**config.mk**
```make
export PLATFORM = sky130hd
export DESIGN_NAME = vga_scanout_flat
export DESIGN_NICKNAME = d
export VERILOG_FILES = /design/src/rtl/vga_pkg.sv /design/src/rtl/vga_scanout_if.sv /design/src/rtl/vga_timing.sv /design/src/rtl/vga_scanout.sv /design/src/flat_wrapper.sv
export SDC_FILE = /design/constraint.sdc
export NUM_CORES = 1
export LEC_CHECK = 0
export CAP_MARGIN = 40
export CORE_MARGIN = 4
export CORE_UTILIZATION = 45
export DETAILED_ROUTE_END_ITERATION = 10
export GPL_ROUTABILITY_DRIVEN = 0
export PLACE_DENSITY = 0.77
export SLEW_MARGIN = 20
export SYNTH_ARGS = -nofsm -noshare
export SYNTH_HDL_FRONTEND = slang
export SYNTH_SLANG_ARGS = --single-unit
```
**constraint.sdc**
```tcl
create_clock -name clk -period 3.8 [get_ports clk]
set_clock_uncertainty 0.2 [all_clocks]
set_input_delay 0.76 -clock clk [delete_from_list [all_inputs] [get_ports clk]]
set_output_delay 0.76 -clock clk [all_outputs]
set_load 0.01 [all_outputs]
```
**src/rtl/vga_pkg.sv**
```systemverilog
// Shared VGA timing, framebuffer geometry and colour encodings for the scanout
// and the drawing datapath.
package vga_pkg;
    localparam int H_ACTIVE = 640;
    localparam int H_FP     = 16;
    localparam int H_SYNC   = 96;
    localparam int H_BP     = 48;
    localparam int H_TOTAL  = H_ACTIVE + H_FP + H_SYNC + H_BP;
    localparam int V_ACTIVE = 480;
    localparam int V_FP     = 10;
    localparam int V_SYNC   = 2;
    localparam int V_BP     = 33;
    localparam int V_TOTAL  = V_ACTIVE + V_FP + V_SYNC + V_BP;

    localparam int FB_W        = 160;
    localparam int FB_H        = 120;
    localparam int SCALE_SHIFT = 2;
    localparam int ADDR_W      = 15;
    localparam int CNT_W       = 10;
    localparam int DAC_W       = 10;

    typedef logic [2:0] colour_t;
    localparam colour_t BLACK   = 3'b000;
    localparam colour_t BLUE    = 3'b001;
    localparam colour_t GREEN   = 3'b010;
    localparam colour_t CYAN    = 3'b011;
    localparam colour_t RED     = 3'b100;
    localparam colour_t MAGENTA = 3'b101;
    localparam colour_t YELLOW  = 3'b110;
    localparam colour_t WHITE   = 3'b111;

    // y*160 + x with shifts only; counters are divided by the 4x scale first
    function automatic logic [ADDR_W-1:0] fb_addr(input logic [CNT_W-1:0] h,
                                                  input logic [CNT_W-1:0] v);
        logic [ADDR_W-1:0] fx;
        logic [ADDR_W-1:0] fy;
        fx = ADDR_W'(h >> SCALE_SHIFT);
        fy = ADDR_W'(v >> SCALE_SHIFT);
        return (fy << 7) + (fy << 5) + fx;
    endfunction
endpackage

```
**src/rtl/vga_scanout_if.sv**
```systemverilog
// Framebuffer read port plus DAC/sync pins; master is the scanout side.
interface vga_scanout_if;
    import vga_pkg::*;
    logic [ADDR_W-1:0] rd_addr;
    logic [2:0]        rd_data;
    logic [DAC_W-1:0]  VGA_R;
    logic [DAC_W-1:0]  VGA_G;
    logic [DAC_W-1:0]  VGA_B;
    logic              VGA_HS;
    logic              VGA_VS;
    logic              VGA_BLANK;
    logic              VGA_SYNC;
    logic              VGA_CLK;
    logic              vblank_start;

    modport master (
        output rd_addr, VGA_R, VGA_G, VGA_B, VGA_HS, VGA_VS,
               VGA_BLANK, VGA_SYNC, VGA_CLK, vblank_start,
        input  rd_data
    );
    modport slave (
        input  rd_addr, VGA_R, VGA_G, VGA_B, VGA_HS, VGA_VS,
               VGA_BLANK, VGA_SYNC, VGA_CLK, vblank_start,
        output rd_data
    );
endinterface

```
**src/rtl/vga_timing.sv**
```systemverilog
// Pixel-rate divider, raster counters and stage-0 decode (active, syncs).
// Decodes are combinational from the counters; free-running, no backpressure.
module vga_timing import vga_pkg::*; #(
    parameter int CLK_DIV  = 2,
    parameter int H_ACTIVE = vga_pkg::H_ACTIVE,
    parameter int H_FP     = vga_pkg::H_FP,
    parameter int H_SYNC   = vga_pkg::H_SYNC,
    parameter int H_BP     = vga_pkg::H_BP,
    parameter int V_ACTIVE = vga_pkg::V_ACTIVE,
    parameter int V_FP     = vga_pkg::V_FP,
    parameter int V_SYNC   = vga_pkg::V_SYNC,
    parameter int V_BP     = vga_pkg::V_BP
) (
    input  logic             clk,
    input  logic             reset,
    output logic             pix_en,
    output logic             pix_clk,
    output logic [CNT_W-1:0] h_cnt,
    output logic [CNT_W-1:0] v_cnt,
    output logic             active,
    output logic             hs_n,
    output logic             vs_n,
    output logic             vblank_start
);
    localparam int DIV_W = $clog2(CLK_DIV);
    localparam int H_TOT = H_ACTIVE + H_FP + H_SYNC + H_BP;
    localparam int V_TOT = V_ACTIVE + V_FP + V_SYNC + V_BP;

    logic [DIV_W-1:0] div;
    logic             h_end;
    logic             v_end;

    assign pix_en  = (div == DIV_W'(CLK_DIV - 1));
    assign pix_clk = (div >= DIV_W'(CLK_DIV / 2));
    assign h_end   = (h_cnt == CNT_W'(H_TOT - 1));
    assign v_end   = (v_cnt == CNT_W'(V_TOT - 1));

    always_ff @(posedge clk or posedge reset) begin
        if (reset) begin
            div          <= '0;
            h_cnt        <= '0;
            v_cnt        <= '0;
            vblank_start <= 1'b0;
        end else begin
            // fires as v_cnt steps onto the first non-visible line
            vblank_start <= pix_en && h_end && (v_cnt == CNT_W'(V_ACTIVE - 1));
            if (pix_en) begin
                div <= '0;
                if (h_end) begin
                    h_cnt <= '0;
                    v_cnt <= v_end ? '0 : v_cnt + 1'b1;
                end else begin
                    h_cnt <= h_cnt + 1'b1;
                end
            end else begin
                div <= div + 1'b1;
            end
        end
    end

    assign active = (h_cnt < CNT_W'(H_ACTIVE)) && (v_cnt < CNT_W'(V_ACTIVE));
    assign hs_n   = !((h_cnt >= CNT_W'(H_ACTIVE + H_FP)) &&
                      (h_cnt <  CNT_W'(H_ACTIVE + H_FP + H_SYNC)));
    assign vs_n   = !((v_cnt >= CNT_W'(V_ACTIVE + V_FP)) &&
                      (v_cnt <  CNT_W'(V_ACTIVE + V_FP + V_SYNC)));
endmodule

```
**src/rtl/vga_scanout.sv**
```systemverilog
// Framebuffer scanout to VGA DAC: 160x120 read back 4x-scaled into 640x480@60.
// Counter-to-pin latency is 2 pixel ticks for colour, sync and blank alike; no backpressure.
module vga_scanout import vga_pkg::*; #(
    parameter int CLK_DIV  = 2,
    parameter int H_ACTIVE = vga_pkg::H_ACTIVE,
    parameter int H_FP     = vga_pkg::H_FP,
    parameter int H_SYNC   = vga_pkg::H_SYNC,
    parameter int H_BP     = vga_pkg::H_BP,
    parameter int V_ACTIVE = vga_pkg::V_ACTIVE,
    parameter int V_FP     = vga_pkg::V_FP,
    parameter int V_SYNC   = vga_pkg::V_SYNC,
    parameter int V_BP     = vga_pkg::V_BP
) (
    input  logic          clk,
    input  logic          reset,
    vga_scanout_if.master vga
);
    logic             pix_en;
    logic             pix_clk;
    logic [CNT_W-1:0] h_cnt;
    logic [CNT_W-1:0] v_cnt;
    logic             active;
    logic             hs_n;
    logic             vs_n;
    logic             vblank;
    logic             active1;
    logic             hs1;
    logic             vs1;

    vga_timing #(
        .CLK_DIV (CLK_DIV),
        .H_ACTIVE(H_ACTIVE), .H_FP(H_FP), .H_SYNC(H_SYNC), .H_BP(H_BP),
        .V_ACTIVE(V_ACTIVE), .V_FP(V_FP), .V_SYNC(V_SYNC), .V_BP(V_BP)
    ) u_timing (
        .clk         (clk),
        .reset       (reset),
        .pix_en      (pix_en),
        .pix_clk     (pix_clk),
        .h_cnt       (h_cnt),
        .v_cnt       (v_cnt),
        .active      (active),
        .hs_n        (hs_n),
        .vs_n        (vs_n),
        .vblank_start(vblank)
    );

    // The RAM answers one clk after rd_addr, always before the next pix_en.
    always_ff @(posedge clk or posedge reset) begin
        if (reset) begin
            vga.rd_addr   <= '0;
            active1       <= 1'b0;
            hs1           <= 1'b1;
            vs1           <= 1'b1;
            vga.VGA_R     <= '0;
            vga.VGA_G     <= '0;
            vga.VGA_B     <= '0;
            vga.VGA_HS    <= 1'b1;
            vga.VGA_VS    <= 1'b1;
            vga.VGA_BLANK <= 1'b0;
        end else if (pix_en) begin
            vga.rd_addr   <= active ? fb_addr(h_cnt, v_cnt) : '0;
            active1       <= active;
            hs1           <= hs_n;
            vs1           <= vs_n;
            vga.VGA_R     <= {DAC_W{vga.rd_data[2] & active1}};
            vga.VGA_G     <= {DAC_W{vga.rd_data[1] & active1}};
            vga.VGA_B     <= {DAC_W{vga.rd_data[0] & active1}};
            vga.VGA_HS    <= hs1;
            vga.VGA_VS    <= vs1;
            vga.VGA_BLANK <= active1;
        end
    end

    assign vga.VGA_SYNC     = 1'b0;
    assign vga.VGA_CLK      = pix_clk;
    assign vga.vblank_start = vblank;
endmodule

```
**src/flat_wrapper.sv**
```systemverilog
// flat-port wrapper written by rule: the top's interface ports become plain ports
module vga_scanout_flat import vga_pkg::*;
#(
    parameter int CLK_DIV  = 2,
    parameter int H_ACTIVE = vga_pkg::H_ACTIVE,
    parameter int H_FP     = vga_pkg::H_FP,
    parameter int H_SYNC   = vga_pkg::H_SYNC,
    parameter int H_BP     = vga_pkg::H_BP,
    parameter int V_ACTIVE = vga_pkg::V_ACTIVE,
    parameter int V_FP     = vga_pkg::V_FP,
    parameter int V_SYNC   = vga_pkg::V_SYNC,
    parameter int V_BP     = vga_pkg::V_BP
)
  (clk, reset, vga_rd_addr, vga_VGA_R, vga_VGA_G, vga_VGA_B, vga_VGA_HS, vga_VGA_VS, vga_VGA_BLANK, vga_VGA_SYNC, vga_VGA_CLK, vga_vblank_start, vga_rd_data);
  vga_scanout_if vga_i ();
  input  logic clk;
  input  logic reset;
  output wire logic [$bits(vga_i.rd_addr)-1:0] vga_rd_addr;
  output wire logic [$bits(vga_i.VGA_R)-1:0] vga_VGA_R;
  output wire logic [$bits(vga_i.VGA_G)-1:0] vga_VGA_G;
  output wire logic [$bits(vga_i.VGA_B)-1:0] vga_VGA_B;
  output wire logic [$bits(vga_i.VGA_HS)-1:0] vga_VGA_HS;
  output wire logic [$bits(vga_i.VGA_VS)-1:0] vga_VGA_VS;
  output wire logic [$bits(vga_i.VGA_BLANK)-1:0] vga_VGA_BLANK;
  output wire logic [$bits(vga_i.VGA_SYNC)-1:0] vga_VGA_SYNC;
  output wire logic [$bits(vga_i.VGA_CLK)-1:0] vga_VGA_CLK;
  output wire logic [$bits(vga_i.vblank_start)-1:0] vga_vblank_start;
  input wire logic [$bits(vga_i.rd_data)-1:0] vga_rd_data;
  assign vga_rd_addr = vga_i.rd_addr;
  assign vga_VGA_R = vga_i.VGA_R;
  assign vga_VGA_G = vga_i.VGA_G;
  assign vga_VGA_B = vga_i.VGA_B;
  assign vga_VGA_HS = vga_i.VGA_HS;
  assign vga_VGA_VS = vga_i.VGA_VS;
  assign vga_VGA_BLANK = vga_i.VGA_BLANK;
  assign vga_VGA_SYNC = vga_i.VGA_SYNC;
  assign vga_VGA_CLK = vga_i.VGA_CLK;
  assign vga_vblank_start = vga_i.vblank_start;
  assign vga_i.rd_data = vga_rd_data;
  vga_scanout #(.CLK_DIV(CLK_DIV), .H_ACTIVE(H_ACTIVE), .H_FP(H_FP), .H_SYNC(H_SYNC), .H_BP(H_BP), .V_ACTIVE(V_ACTIVE), .V_FP(V_FP), .V_SYNC(V_SYNC), .V_BP(V_BP)) u_core (.clk(clk), .reset(reset), .vga(vga_i));
endmodule
```
==> flow_summary.yaml <==
drt:
  drt_wl_total_um: 5390
  drc: 0
  vias: 1983
  drt-wirelength-per-cell_um: 14.9
  antenna_left: 0
  vias_per_cell: 5.49
  firstDrtPassIters: 4
  drtIter0Drc: 112
power_and_ir_drop:
  power-per-cell-area_mw_per_mm2: 271
  power_mw: 0.866
  p_leak_nw: 1.50
  vdd_drop_max_mv: 0.191
grt:
  grt_pass1_wl_um: 8970
  overflow: 0
  grt_pass1_vias: 1878
  grt_max_degree: 23
  grt_usage_pct: 15.1
  antenna_found_initial: 0
synth:
  synthXorXnorAreaFrac_pct: 5.15
  synth_ff_type: "dfrtp_1"
  synthTopCellsByCount: "dfrtp_1 (42), buf_4 (32), ha_1 (19), inv_1 (17), nor2_1 (16)"
  synth_cells: 261
  synth.most_common_cell: "dfrtp_1"
  synth_edf_count: 0
  synth_cell_types: 49
  seq_area_frac_synth_pct: 42.5
  yosysTopAreaCell: "dfrtp_1"
  synth_compound_area_share_pct: 11.6
  ys_warn_count: 0
  synth.top_cell.area_share_pct: 38.7
  synthAdderAreaFrac_pct: 10.2
  synth.area.top_cells: "dfrtp_1 (39%), buf_4 (8.8%), ha_1 (8.7%), xnor2_1 (4.2%), dfstp_2 (3.9%)"
  synth.avg_cell_area_um2: 10.4
  synth_nets: 287
  synthSimpleGateAreaFrac_pct: 16.2
  synth_top_family_by_area: "simple AND/OR/NAND/NOR gates"
  synth-seq-cells: 46
  syn_area_mm2: 0.00272
  synthArstFlopShare_pct: 100
  synthMuxAreaShare_pct: 1.24
worst_setup_path:
  worstReg2RegStart: "u_core.u_timing.v_cnt[4]"
  required_ns: 3.80
  crit_end: "u_core.vga.rd_addr[11]"
  start_kind: "flop"
  reg2reg_depth: 8
  critPathLaunch: "u_core.u_timing.v_cnt[4]"
  worstSetupPathType: "flop to flop"
  end_kind: "flop"
  crit_arrival_ns: 2.79
  reg2reg_slack_ns: 1.01
  r2r-end: "u_core.vga.rd_addr[11]"
  crit_path_max_fanout: 8
clocking:
  cts_inserted_buffers: 5
  path_clk_slew_ns: 0.09
  post_cts_resized: 0
  cts_buffer_depth: 2
  postCtsSetupBuffers: 0
  clock_latency_ns: 0.30
  cts-root-buf: "clkbuf_8"
  h-tree-depth: 2
  hold_buffers: 0
  clkSinkCount: 46
  cts_tree: "done"
sta:
  hold_violations: 0
  slew_headroom_pct: 61.8
  fin_hold_ws_ns: 0.297
  slew_violations: 0
  rsz0062_at_grt: "false"
  fmax_mhz: 358
  min_period_ns: 2.79
  fin_crit_sh_pct: 73.5
  fin_setup_tns_ns: 0
  setup_viol: 0
  tightest_slew_ns: 0.573
place:
  place_area_mm2: 0.00311
  place_inst: 353
  numPortBuffers: 54
  dp_hpwl_um: 4000
layout:
  stdcell_area_mm2: 0.00320
  drive_gt1_share_pct: 8.39
  area_growth_pct: 17.8
  nFillCells: 522
  largest_reg_flops: 15
  diodes: 0
  final_cells: 361
  largest_register: "u_core.vga.rd_addr"
  largestRegisters: "u_core.vga.rd_addr x15, u_core.u_timing.h_cnt x10, u_core.u_timing.v_cnt x10"
  finish.net_count: 311
floorplan:
  dieWidth_um: 85.7
  die_height_um: 85.7
  die_area_mm2: 0.00735
  core_area_mm2: 0.00589
  initial_utilization_pct: 46.2
  rows: 28
  io_pins: 56
run_status:
  status: "finished, final reports clean"
worst_hold_path:
  min-delay-start: "u_core.vga.rd_addr[7]"
  hold_path.class: "flop to flop"
job:
  cap_violations: 0
report_power, final:
| part | internal (mW) | total [mW] | switching, mW |
|---|---|---|---|
| combinational | 0.0347 | 0.0608 | 0.0261 |
| clock | 0.133 | 0.311 | 0.178 |
| sequential | 0.491 | 0.495 | 0.00385 |
critical path, stage by stage (launching register included):
cell and delay (ns):
dfrtp_1 0.48, inv_1 0.13, fa_1 0.57, inv_1 0.06, ha_1 0.31, a211o_1 0.29, a211oi_1 0.30, nor4_1 0.09
a211o_1 0.27
layout by cell type, fill, tap and decap left out, types with 5 or more instances in the layout:
cell             instances
clkbuf_8                 5
o21ai_0                 12
dfrtp_1                 42
nand4_1                  9
xnor2_1                 13
ha_1                    19
and3_1                   6
a22o_1                   8
nand2_1                  6
inv_1                   16
a21oi_1                  5
nor2_1                  16
nand3_1                 12
clkdlybuf4s50_1         54
worst min path at each step:
stage,endpoint,slack [ns],cells past startpoint
floorplan,u_core.vs1,0.27,2
global placement,u_core.vga.rd_addr[7],0.28,1
detailed placement,u_core.vga.rd_addr[7],0.28,1
CTS,u_core.vga.rd_addr[7],0.30,1
global route,u_core.vga.rd_addr[7],0.32,1
finish,u_core.vga.rd_addr[7],0.30,1
cells by family after synthesis:
| logic type | after synthesis |
|---|---|
| AND/OR/NAND/NOR | 74 |
| buffers and inverters | 57 |
| flip-flops | 46 |
| AO/OA/AOI/OAI | 43 |
| adder cells (fa/ha/maj) | 21 |
| XOR/XNOR | 16 |
| multiplexers | 3 |
| other | 1 |
area by class of cell:
class                      count  area (µm²)  share of cell area [%]
clock buffer                   5        68.8                    2.15
tap                           75        93.8                    2.93
clock inverter                 3        25.0                   0.782
multi-input combinational    158        1210                    37.8
sequential                    46        1160                    36.1
inverter                      17        63.8                    1.99
timing repair buffer          57         583                    18.2
layer usage:
layer / vias up / track usage [%] / wire length, µm
li1: 945 / - / -
met1: 973 / 19.1 / 2420
met2: 59 / 24.9 / 2490
met3: 6 / 4.32 / 387
met4: 0 / 5.18 / 82
met5: - / 0 / 0
stage by stage:
| step | setup WS [ns] | util, % |
|---|---|---|
| 6_report | 1.01 | 54.4 |
| 5_1_grt | 0.808 | 54.4 |
| 4_1_cts | 0.997 | 54.4 |
| 3_5_place_dp | 1.04 | 52.8 |
| 3_3_place_gp | 1.09 | 52.3 |
| 2_1_floorplan | 1.19 | - |
Power figures use the tool's default switching activity.
